### src/rtl/mmio_mon_pkg.sv
// ============================================================================
// Module      : mmio_mon_pkg
// Description : Shared types and constants for the MMIO bus monitor: state
//               encoding, drop counter width, default window/halt addresses
//               and the log entry width helper.
// Revision    : 1.0 - initial release
// ============================================================================
`default_nettype none

package mmio_mon_pkg;

  // Monitor state encoding; TIMEOUT is only reachable with the watchdog built in
  typedef enum logic [1:0] {
    ST_RUN     = 2'd0,
    ST_HALTED  = 2'd1,
    ST_TIMEOUT = 2'd2
  } mon_state_e;

  // Width of the saturating dropped-capture counter
  localparam int DROP_CNT_W = 16;

  // Default MMIO window and halt trigger
  localparam logic [31:0] DEF_MMIO_BASE = 32'h0000_0800;
  localparam logic [31:0] DEF_MMIO_MASK = 32'h0000_0800;
  localparam logic [31:0] DEF_HALT_ADDR = 32'h0000_0FFC;

  // A log entry is {address, data}
  function automatic int entry_width(input int addr_w, input int data_w);
    return addr_w + data_w;
  endfunction

endpackage

`default_nettype wire

### src/rtl/mmio_log_fifo.sv
// ============================================================================
// Module      : mmio_log_fifo
// Description : First-word-fall-through synchronous FIFO. The head entry is
//               visible on pop_data whenever empty is low; a push into a full
//               FIFO is accepted only when a pop happens on the same edge.
// Revision    : 1.0 - initial release
// ============================================================================
`default_nettype none

module mmio_log_fifo #(
  parameter int DEPTH = 8,
  parameter int WIDTH = 64
) (
  input  logic                     clk,
  input  logic                     reset,
  input  logic                     push,
  input  logic [WIDTH-1:0]         push_data,
  input  logic                     pop,
  output logic [WIDTH-1:0]         pop_data,
  output logic                     full,
  output logic                     empty,
  output logic [$clog2(DEPTH):0]   level
);

  localparam int PTR_W = $clog2(DEPTH);
  localparam int LVL_W = PTR_W + 1;

  logic [WIDTH-1:0] mem_q [DEPTH];
  logic [WIDTH-1:0] mem_d [DEPTH];
  logic [PTR_W-1:0] wr_ptr_q, wr_ptr_d;
  logic [PTR_W-1:0] rd_ptr_q, rd_ptr_d;
  logic [LVL_W-1:0] level_q, level_d;
  logic             w_do_push;
  logic             w_do_pop;

  assign empty     = (level_q == '0);
  assign full      = (level_q == LVL_W'(DEPTH));
  assign w_do_pop  = pop && !empty;
  // A pop on the same edge frees the slot, so a full FIFO still accepts
  assign w_do_push = push && (!full || w_do_pop);
  assign level     = level_q;
  // Drive zeros when empty so the head never shows stale contents
  assign pop_data  = empty ? '0 : mem_q[rd_ptr_q];

  // Next storage, pointers and occupancy; pointers wrap by natural overflow
  always_comb begin
    mem_d    = mem_q;
    wr_ptr_d = wr_ptr_q;
    rd_ptr_d = rd_ptr_q;
    level_d  = level_q;
    if (w_do_push) begin
      mem_d[wr_ptr_q] = push_data;
      wr_ptr_d        = wr_ptr_q + 1'b1;
    end
    if (w_do_pop) begin
      rd_ptr_d = rd_ptr_q + 1'b1;
    end
    case ({w_do_push, w_do_pop})
      2'b10:   level_d = level_q + 1'b1;
      2'b01:   level_d = level_q - 1'b1;
      default: level_d = level_q;
    endcase
  end

  // Register storage and bookkeeping; reset empties the FIFO
  always_ff @(posedge clk) begin
    if (reset) begin
      mem_q    <= '{default: '0};
      wr_ptr_q <= '0;
      rd_ptr_q <= '0;
      level_q  <= '0;
    end else begin
      mem_q    <= mem_d;
      wr_ptr_q <= wr_ptr_d;
      rd_ptr_q <= rd_ptr_d;
      level_q  <= level_d;
    end
  end

endmodule

`default_nettype wire

### src/rtl/mmio_bus_monitor.sv
// ============================================================================
// Module      : mmio_bus_monitor
// Description : Passive core/memory bus snooper. Logs writes that hit the
//               MMIO window into a FWFT FIFO drained over a valid/ready port,
//               counts dropped captures and raises a sticky flag on an access
//               to the halt address.
//               Optional macro MMIO_MON_WATCHDOG_EN adds a cycle watchdog that
//               stops capturing after TIMEOUT_CYCLES cycles in RUN.
// Revision    : 1.0 - initial release
// ============================================================================
`default_nettype none

module mmio_bus_monitor
  import mmio_mon_pkg::*;
#(
  parameter int                ADDR_W         = 32,
  parameter int                DATA_W         = 32,
  parameter logic [ADDR_W-1:0] MMIO_BASE      = ADDR_W'(DEF_MMIO_BASE),
  parameter logic [ADDR_W-1:0] MMIO_MASK      = ADDR_W'(DEF_MMIO_MASK),
  parameter logic [ADDR_W-1:0] HALT_ADDR      = ADDR_W'(DEF_HALT_ADDR),
  parameter int                FIFO_DEPTH     = 8,
  parameter int                TIMEOUT_CYCLES = 4000
) (
  input  logic                          clk,
  input  logic                          reset,
  input  logic [ADDR_W-1:0]             bus_address,
  input  logic [DATA_W-1:0]             bus_data,
  input  logic                          bus_we,
  output logic                          log_valid,
  input  logic                          log_ready,
  output logic [ADDR_W-1:0]             log_addr,
  output logic [DATA_W-1:0]             log_data,
  output logic [$clog2(FIFO_DEPTH):0]   level,
  output logic                          overflow,
  output logic [DROP_CNT_W-1:0]         drop_count,
  output logic                          halted,
  output logic                          timeout
);

  localparam int ENTRY_W = entry_width(ADDR_W, DATA_W);

  mon_state_e              state_q, state_d;
  logic                    overflow_q, overflow_d;
  logic [DROP_CNT_W-1:0]   drop_count_q, drop_count_d;
  logic                    w_run;
  logic                    w_win_hit;
  logic                    w_halt_hit;
  logic                    w_capture;
  logic                    w_pop;
  logic                    w_full;
  logic                    w_empty;
  logic                    w_drop;
  logic [ENTRY_W-1:0]      w_head;

  assign w_win_hit  = ((bus_address & MMIO_MASK) == (MMIO_BASE & MMIO_MASK));
  assign w_halt_hit = (bus_address == HALT_ADDR);
  assign w_capture  = w_run && bus_we && w_win_hit && !w_halt_hit;
  assign w_pop      = !w_empty && log_ready;
  assign w_drop     = w_capture && w_full && !w_pop;

  mmio_log_fifo #(
    .DEPTH (FIFO_DEPTH),
    .WIDTH (ENTRY_W)
  ) u_fifo (
    .clk       (clk),
    .reset     (reset),
    .push      (w_capture),
    .push_data ({bus_address, bus_data}),
    .pop       (w_pop),
    .pop_data  (w_head),
    .full      (w_full),
    .empty     (w_empty),
    .level     (level)
  );

  assign log_valid            = !w_empty;
  assign {log_addr, log_data} = w_head;

`ifdef MMIO_MON_WATCHDOG_EN
  localparam int WD_W = $clog2(TIMEOUT_CYCLES) + 1;

  logic [WD_W-1:0] wd_cnt_q, wd_cnt_d;
  logic            w_wd_expire;

  assign w_wd_expire = (wd_cnt_q == WD_W'(TIMEOUT_CYCLES - 1));

  // Watchdog counts cycles spent in RUN and freezes once the block leaves it
  always_comb begin
    wd_cnt_d = wd_cnt_q;
    if (w_run) wd_cnt_d = wd_cnt_q + 1'b1;
  end

  // Watchdog counter register
  always_ff @(posedge clk) begin
    if (reset) wd_cnt_q <= '0;
    else       wd_cnt_q <= wd_cnt_d;
  end
`else
  logic w_unused_timeout_cfg;
  assign w_unused_timeout_cfg = |TIMEOUT_CYCLES;
`endif

  // State register
  always_ff @(posedge clk) begin
    if (reset) state_q <= ST_RUN;
    else       state_q <= state_d;
  end

  // Next state: halt beats watchdog expiry; HALTED and TIMEOUT are terminal
  always_comb begin
    state_d = state_q;
    case (state_q)
      ST_RUN: begin
        if (w_halt_hit) begin
          state_d = ST_HALTED;
        end
`ifdef MMIO_MON_WATCHDOG_EN
        else if (w_wd_expire) begin
          state_d = ST_TIMEOUT;
        end
`endif
      end
      ST_HALTED:  state_d = ST_HALTED;
      ST_TIMEOUT: state_d = ST_TIMEOUT;
      default:    state_d = ST_RUN;
    endcase
  end

  // State-derived outputs
  always_comb begin
    w_run  = (state_q == ST_RUN);
    halted = (state_q == ST_HALTED);
`ifdef MMIO_MON_WATCHDOG_EN
    timeout = (state_q == ST_TIMEOUT);
`else
    timeout = 1'b0;
`endif
  end

  // Sticky overflow and saturating drop counter
  always_comb begin
    overflow_d   = overflow_q | w_drop;
    drop_count_d = drop_count_q;
    if (w_drop && (drop_count_q != '1)) drop_count_d = drop_count_q + 1'b1;
  end

  // Overflow bookkeeping registers
  always_ff @(posedge clk) begin
    if (reset) begin
      overflow_q   <= 1'b0;
      drop_count_q <= '0;
    end else begin
      overflow_q   <= overflow_d;
      drop_count_q <= drop_count_d;
    end
  end

  assign overflow   = overflow_q;
  assign drop_count = drop_count_q;

endmodule

`default_nettype wire

### config.mk
export PLATFORM = sky130hd
export DESIGN_NAME = mmio_bus_monitor
export DESIGN_NICKNAME = d
export VERILOG_FILES = /design/src/rtl/mmio_mon_pkg.sv /design/src/rtl/mmio_log_fifo.sv /design/src/rtl/mmio_bus_monitor.sv
export SDC_FILE = /design/constraint.sdc
export NUM_CORES = 1
export LEC_CHECK = 0
export BUFFER_PORTS_ARGS = -buffer_cell sky130_fd_sc_hd__clkbuf_2
export CORE_MARGIN = 5
export CORE_UTILIZATION = 60
export DETAILED_ROUTE_END_ITERATION = 8
export PLACE_DENSITY = 0.76
export SYNTH_ARGS = -nofsm -noshare
export SYNTH_HDL_FRONTEND = slang
export SYNTH_SLANG_ARGS = --single-unit
### constraint.sdc
create_clock -name clk -period 6.2 [get_ports clk]
set_input_delay 0.31 -clock clk [delete_from_list [all_inputs] [get_ports clk]]
set_output_delay 0.31 -clock clk [all_outputs]
set_load 0.01 [all_outputs]
* Word-level counts from Yosys, hierarchy flattened
Cells that the tools add are included.
** Word-level totals
- Flip-flop bits (word level) :: 541
- Latch bits :: 0
- RAM bits :: 0
- Memory bits (read-only) :: 0
- Bits of input ports :: 68
- Memories :: 0
** Cells by class
- $add $sub $neg :: 5
- Multiply operators :: 0
- Divide/modulo/power cells :: 0
- $lt $le $gt $ge :: 3
- Equality and inequality tests :: 8
- Shift-type cells :: 0
- Mux-type cells :: 10
- Bitwise logic cells :: 3
- Reductions and logical operators :: 18
** Operators with widths (number)
- $bwmux W512 :: 1
- $mux W64 :: 4
- $bmux W64 S3 :: 1
- $demux W64 S3 :: 1
- $eq A32 B12 Y1 const B :: 1
- $add A16 B1 Y16 const B :: 1
- $ne A16 B16 Y1 const B :: 1
- $logic_and A1 B1 Y1 :: 10
- $ge A4 B4 Y1 const B :: 2
- $not A3 Y4 :: 2
- $pmux W4 S2 :: 1
- $add A3 B1 Y3 const B :: 2
- $pmux W2 S3 :: 1
- $add A4 B1 Y4 const B :: 1
- $eq A2 B1 Y1 const B :: 2
- $eq A2 B2 Y1 const B :: 2
- $eq A4 B4 Y1 const B :: 1
- $logic_not A1 Y1 :: 4
- $logic_not A4 Y1 :: 1
- $lt A4 B1 Y1 const B :: 1
- $sub A4 B1 Y4 const B :: 1
- $logic_not A2 Y1 :: 1
- $mux W2 :: 1
- $ne A2 B1 Y1 const B :: 1
- 3 further kinds :: 3

* Logic depth before layout (Yosys ltp)
- Depth in word-level cells :: 8
- Gate-level depth with buffers :: 14
- Mapped depth without buffers :: 11

* Hierarchy
From an unflattened synthesis, not the netlist that was laid out.
** Unflattened totals
- Cells, all modules :: 2787
- Area total of the unflattened synthesis :: 23658.9 um^2
** By module, submodules not included
- mmio_log_fifo :: times used 1, cells each 2661, area each 22545.4 um^2, sequential area each 10450.0 um^2
- mmio_bus_monitor :: times used 1, cells each 126, area each 1113.6 um^2, sequential area each 380.4 um^2

* Least setup slack after synthesis
OpenSTA, ideal clock, no wires.
- Kind :: input -> register
- Start :: in bus_address[12]
- End :: reg u_fifo.level_q[2] (netlist: u_fifo.level[2])
- Arrival :: 3.294 ns
- Required time :: 6.128 ns
- Slack :: 2.835 ns
- Stages on the path :: 12
- Cell sequence :: buf_2 > or4b_1 > or4_4 > buf_6 > o21ai_0 > ha_1 > xor2_1 > ha_1 > a21oi_1 > xor2_1 > or3_1 > a21oi_1
** On the way
- Longest elaborated chain between the ends :: 6
** RTL lines
- from (decl) :: line mmio_bus_monitor.sv:26 : input logic [ADDR_W-1:0] bus_address,
- $eq A32 B12 Y1 * :: line mmio_bus_monitor.sv:56 : assign w_halt_hit = (bus_address == HALT_ADDR);
- $logic_not A1 Y1 * :: line mmio_bus_monitor.sv:57 : assign w_capture = w_run && bus_we && w_win_hit && !w_halt_hit;
- $logic_and A1 B1 Y1 * :: line mmio_bus_monitor.sv:57
- $logic_and A1 B1 Y1 * :: line mmio_log_fifo.sv:40 : assign w_do_push = push && (!full || w_do_pop);
- $eq A2 B1 Y1 / $eq A2 B2 Y1 (equally long branches) :: line mmio_log_fifo.sv:58 : case ({w_do_push, w_do_pop})
- $pmux W4 S2 / $reduce_bool A2 Y1 (equally long branches)
- to (signal assigned) :: line mmio_log_fifo.sv:76 : level_q <= level_d;
- to (decl) :: line mmio_log_fifo.sv:32 : logic [LVL_W-1:0] level_q, level_d;
Mark *: on every way between the ends. The rest lies on a longest branch, timed or not.
A chain may end at the register's enable or synchronous reset.

* Worst setup path in the final report
- Start :: reg u_fifo.level_q[1] (netlist: u_fifo.level[1])
- End :: reg u_fifo.mem_q[282] in the netlist's numbering
** On the way
- Longest elaborated chain between the ends :: 6
** RTL lines
- $logic_not A4 Y1 :: line mmio_log_fifo.sv:36 : assign empty = (level_q == '0);
- $logic_not A1 Y1 :: line mmio_log_fifo.sv:38, mmio_bus_monitor.sv:58
- $logic_and A1 B1 Y1 :: line mmio_bus_monitor.sv:58 : assign w_pop = !w_empty && log_ready;
- $logic_and A1 B1 Y1 :: line mmio_log_fifo.sv:38 : assign w_do_pop = pop && !empty;
- $logic_or A1 B1 Y1 * :: line mmio_log_fifo.sv:40
- $logic_and A1 B1 Y1 * :: line mmio_log_fifo.sv:40
- to (signal assigned) :: line mmio_log_fifo.sv:73 : mem_q <= mem_d;
- to (decl) :: line mmio_log_fifo.sv:28 : logic [WIDTH-1:0] mem_q [DEPTH];
Marked as above.

==> results.json <==
{
  "nFillCells": 3174,
  "rows": 73,
  "p_leak_uw": 0.008313,
  "syn_avg_cell_area_sq_um": 8.608,
  "critical_path_peak_fanout": 43,
  "syn-cell-area_sq_um": 23920,
  "die_area_sq_um": 43970,
  "rsz0062_at_grt": "no",
  "synth_top_area_share_pct": 45.27,
  "synthFlopType": "dfxtp_1",
  "swShare_pct": 27.78,
  "grt_overflow": 0,
  "syn_inst": 2779,
  "ys_seq_area_share_pct": 45.27,
  "min_path_type": "input pin to register",
  "seqPwrFrac_pct": 45.8,
  "fin_area_sq_um": 25980,
  "critPathLaunchType": "register",
  "pin_count": 156,
  "fmax_mhz": 266.1,
  "fin_crit_sh_pct": 60.61,
  "final_period_minus_worst_setup_slack_ns": 3.758,
  "grt.total_usage_pct": 29.84,
  "slew_headroom_pct": 15.97,
  "slew_violations": 0,
  "crit_type": "register to register",
  "wl_per_cell_microns": 20.68,
  "tightestPinTransition_ns": 1.256,
  "pwr-share-clk_pct": 39.1,
  "drive_gt1_share_pct": 17.34,
  "hold_viol_final": 0,
  "drtIter0Drc": 2369,
  "die_w_microns": 209.7,
  "insertion_delay_ns": 0.61,
  "hold_buffers": 0,
  "grt_max_degree": 216,
  "finalSetupTns_ns": 0,
  "layout_commonest_cell": "nand2_1",
  "clk_path_buf_depth": 3,
  "wirelength_microns": 68360,
  "finalClockSkew_ns": 0.02570,
  "slowest_delay_ns": 0.97,
  "final_cell_mix": "1,016 x nand2_1, 538 x dfxtp_1, 461 x a21oi_1",
  "port_buffers": 154,
  "synth.net_count": 2853,
  "gp_congestion": 0.8283,
  "ys_warn_count": 0,
  "combPwrFrac_pct": 15.0,
  "worstPathCellList": "nor3_1, a2111oi_0, a21boi_4, buf_4, nand2_1, a21oi_2",
  "outcome": "completed",
  "dpl.hpwl_microns": 37690,
  "clock_sinks": 541,
  "async_reset_ff_share_pct": 0,
  "worstPathRequired_ns": 6.71,
  "first_pass_iters": 8,
  "die_h_microns": 209.7,
  "met1_length_microns": 26640,
  "synth_top_area_cell": "dfxtp_1",
  "setup_violations": 0,
  "core_sq_um": 39550,
  "post-route-drc-count": 0,
  "cts-root-buf": "clkbuf_16",
  "htreeDepth": 2,
  "antenna_found_initial": 3,
  "vias": 20201,
  "synth.area.top_cells": "dfxtp_1 45%, nand2_1 16%, mux4_2 12%, a21oi_1 9.6%, mux2i_1 2.8%",
  "met3_length_microns": 6712,
  "synth_edf_count": 0,
  "clkSlewWorstSetupHoldPaths_ns": 0.06,
  "post_cts_resize_count": 0,
  "ys_seq_elements": 541,
  "netSwitchingPower_uw": 2217,
  "avgViaCountPerCell": 6.112,
  "placed_cell_area_sq_um": 24310,
  "numCtsBuffers": 54,
  "synth_cell_type_count": 49,
  "critPathCaptureType": "register",
  "max-vdd-ir-drop_mv": 0.3525,
  "dr_wl_met2_microns": 32600,
  "initial_core_util_pct": 60.49,
  "cts_tree": "yes",
  "grt_pass1_wl_microns": 106000,
  "ant_nets": 0,
  "cp.arrival_ns": 4.27,
  "power_density_nw_per_um2": 307.1,
  "grt_pass1_vias": 19704,
  "routed.top_layer": "met5",
  "cp_slowest_cell": "a2111oi_0",
  "power.internal_uw": 5764,
  "drv_cap": 0,
  "cts_setup_buffers": 0,
  "finalNetCount": 2820,
  "areaGrowthSynthToFinish_pct": 8.619
}
[worst paths after layout]
path / from / endpoint / slack (ns) / depth (start not counted)
min reg2reg: u_fifo.mem_q[95]$_SDFFE_PP0P_ / u_fifo.mem_q[95]$_SDFFE_PP0P_ / 0.45 / 2
max reg2reg: u_fifo.level[1]$_SDFFE_PP0P_ / u_fifo.mem_q[282]$_SDFFE_PP0P_ / 2.44 / 6
min: bus_data[4] / u_fifo.mem_q[324]$_SDFFE_PP0P_ / 0.03 / 3
max: u_fifo.level[1]$_SDFFE_PP0P_ / u_fifo.mem_q[282]$_SDFFE_PP0P_ / 2.44 / 6
[sequential cells by signal (all words and copies together) (netlist names)]
register,flops
drop_count,16
overflow,1
u_fifo.level,4
u_fifo.mem_q,512
u_fifo.rd_ptr_q,3
state_q,2
u_fifo.wr_ptr_q,3
[synth_stat cells, types with 4 or more instances]
library cell / number
nand2_1: 1016
dfxtp_1: 541
a21oi_1: 461
mux4_2: 128
nor2_1: 98
buf_2: 93
clkbuf_1: 69
mux2i_1: 67
a21oi_2: 61
buf_1: 53
buf_6: 26
buf_4: 22
dlygate4sd1_1: 16
o31ai_1: 10
or4_1: 9
a21boi_0: 8
nor4_1: 8
o21ai_2: 8
nand4_1: 7
ha_1: 6
nand3_1: 6
nor2b_1: 6
o21ai_0: 6
a2111oi_0: 5
or3_1: 5
xor2_1: 5
inv_1: 4
o2111a_1: 4
[power groups by stage]
| stage | clock network [uW] | registers, uW | logic, uW |
|---|---|---|---|
| after global placement | 0 | 3730 | 1180 |
| after floorplan | 0 | 3640 | 921 |
| after global routing | 3300 | 3670 | 1280 |
| after CTS | 3160 | 3660 | 1200 |
| final | 3120 | 3660 | 1200 |
| after detailed placement | 0 | 3730 | 1190 |
[cells by family (layout without fill, tap and decap cells)]
| logic type | after synthesis | count (layout) | synth area share [%] |
|---|---|---|---|
| and+or+nand+nor | 1174 | 1174 | 19.21 |
| AOI/OAI and AO/OA | 569 | 569 | 13.51 |
| DFF | 541 | 541 | 45.27 |
| buffers and inverters | 283 | 283 | 6.423 |
| muxes | 198 | 198 | 14.99 |
| xor gates and xnor gates | 7 | 7 | 0.2563 |
| adders and majority gates | 6 | 6 | 0.3138 |
| other | 1 | 2 | 0.01568 |
[worst max-delay path, delay by kind of cell, from the launching register on]
kind / cells / cell delay, ns
AND/OR/NAND/NOR: 2 / 0.36
AO/OA/AOI/OAI: 3 / 2.06
buffers and inverters: 1 / 0.72
flip-flops: 1 / 0.52
[layout make-up]
cell class	count	area (sq um)	share of cell area [%]
inverter	4	15.01	0.05778
clock buffer	81	1594	6.134
multi-input combinational	1955	11720	45.10
timing repair buffer	190	1086	4.180
tap	525	656.9	2.528
sequential	541	10840	41.72
clock inverter	8	68.82	0.2648
antenna	1	2.502	0.009630
[stage by stage]
step	cells	power [uW]	worst slack, ns	hold slack (ns)	util, %
after detailed placement	3214	4924	2.382	0.4433	61.48
after global placement	3214	4906	2.488	0.4379	61.48
after CTS	3303	8011	2.598	0.002846	65.68
final	3305	7981	2.442	0.02638	65.70
after floorplan	2779	4560	2.835	0.4319	-
after global routing	3305	8255	2.319	0.03486	65.70
[layer usage]
| layer | GRT usage [%] | vias to the layer above |
|---|---|---|
| met5 | 0 | - |
| met4 | 11.95 | 4 |
| met3 | 6.039 | 183 |
| met2 | 48.84 | 1038 |
| met1 | 39.10 | 9745 |
| li1 | - | 9231 |
Power figures use the tool's default switching activity.
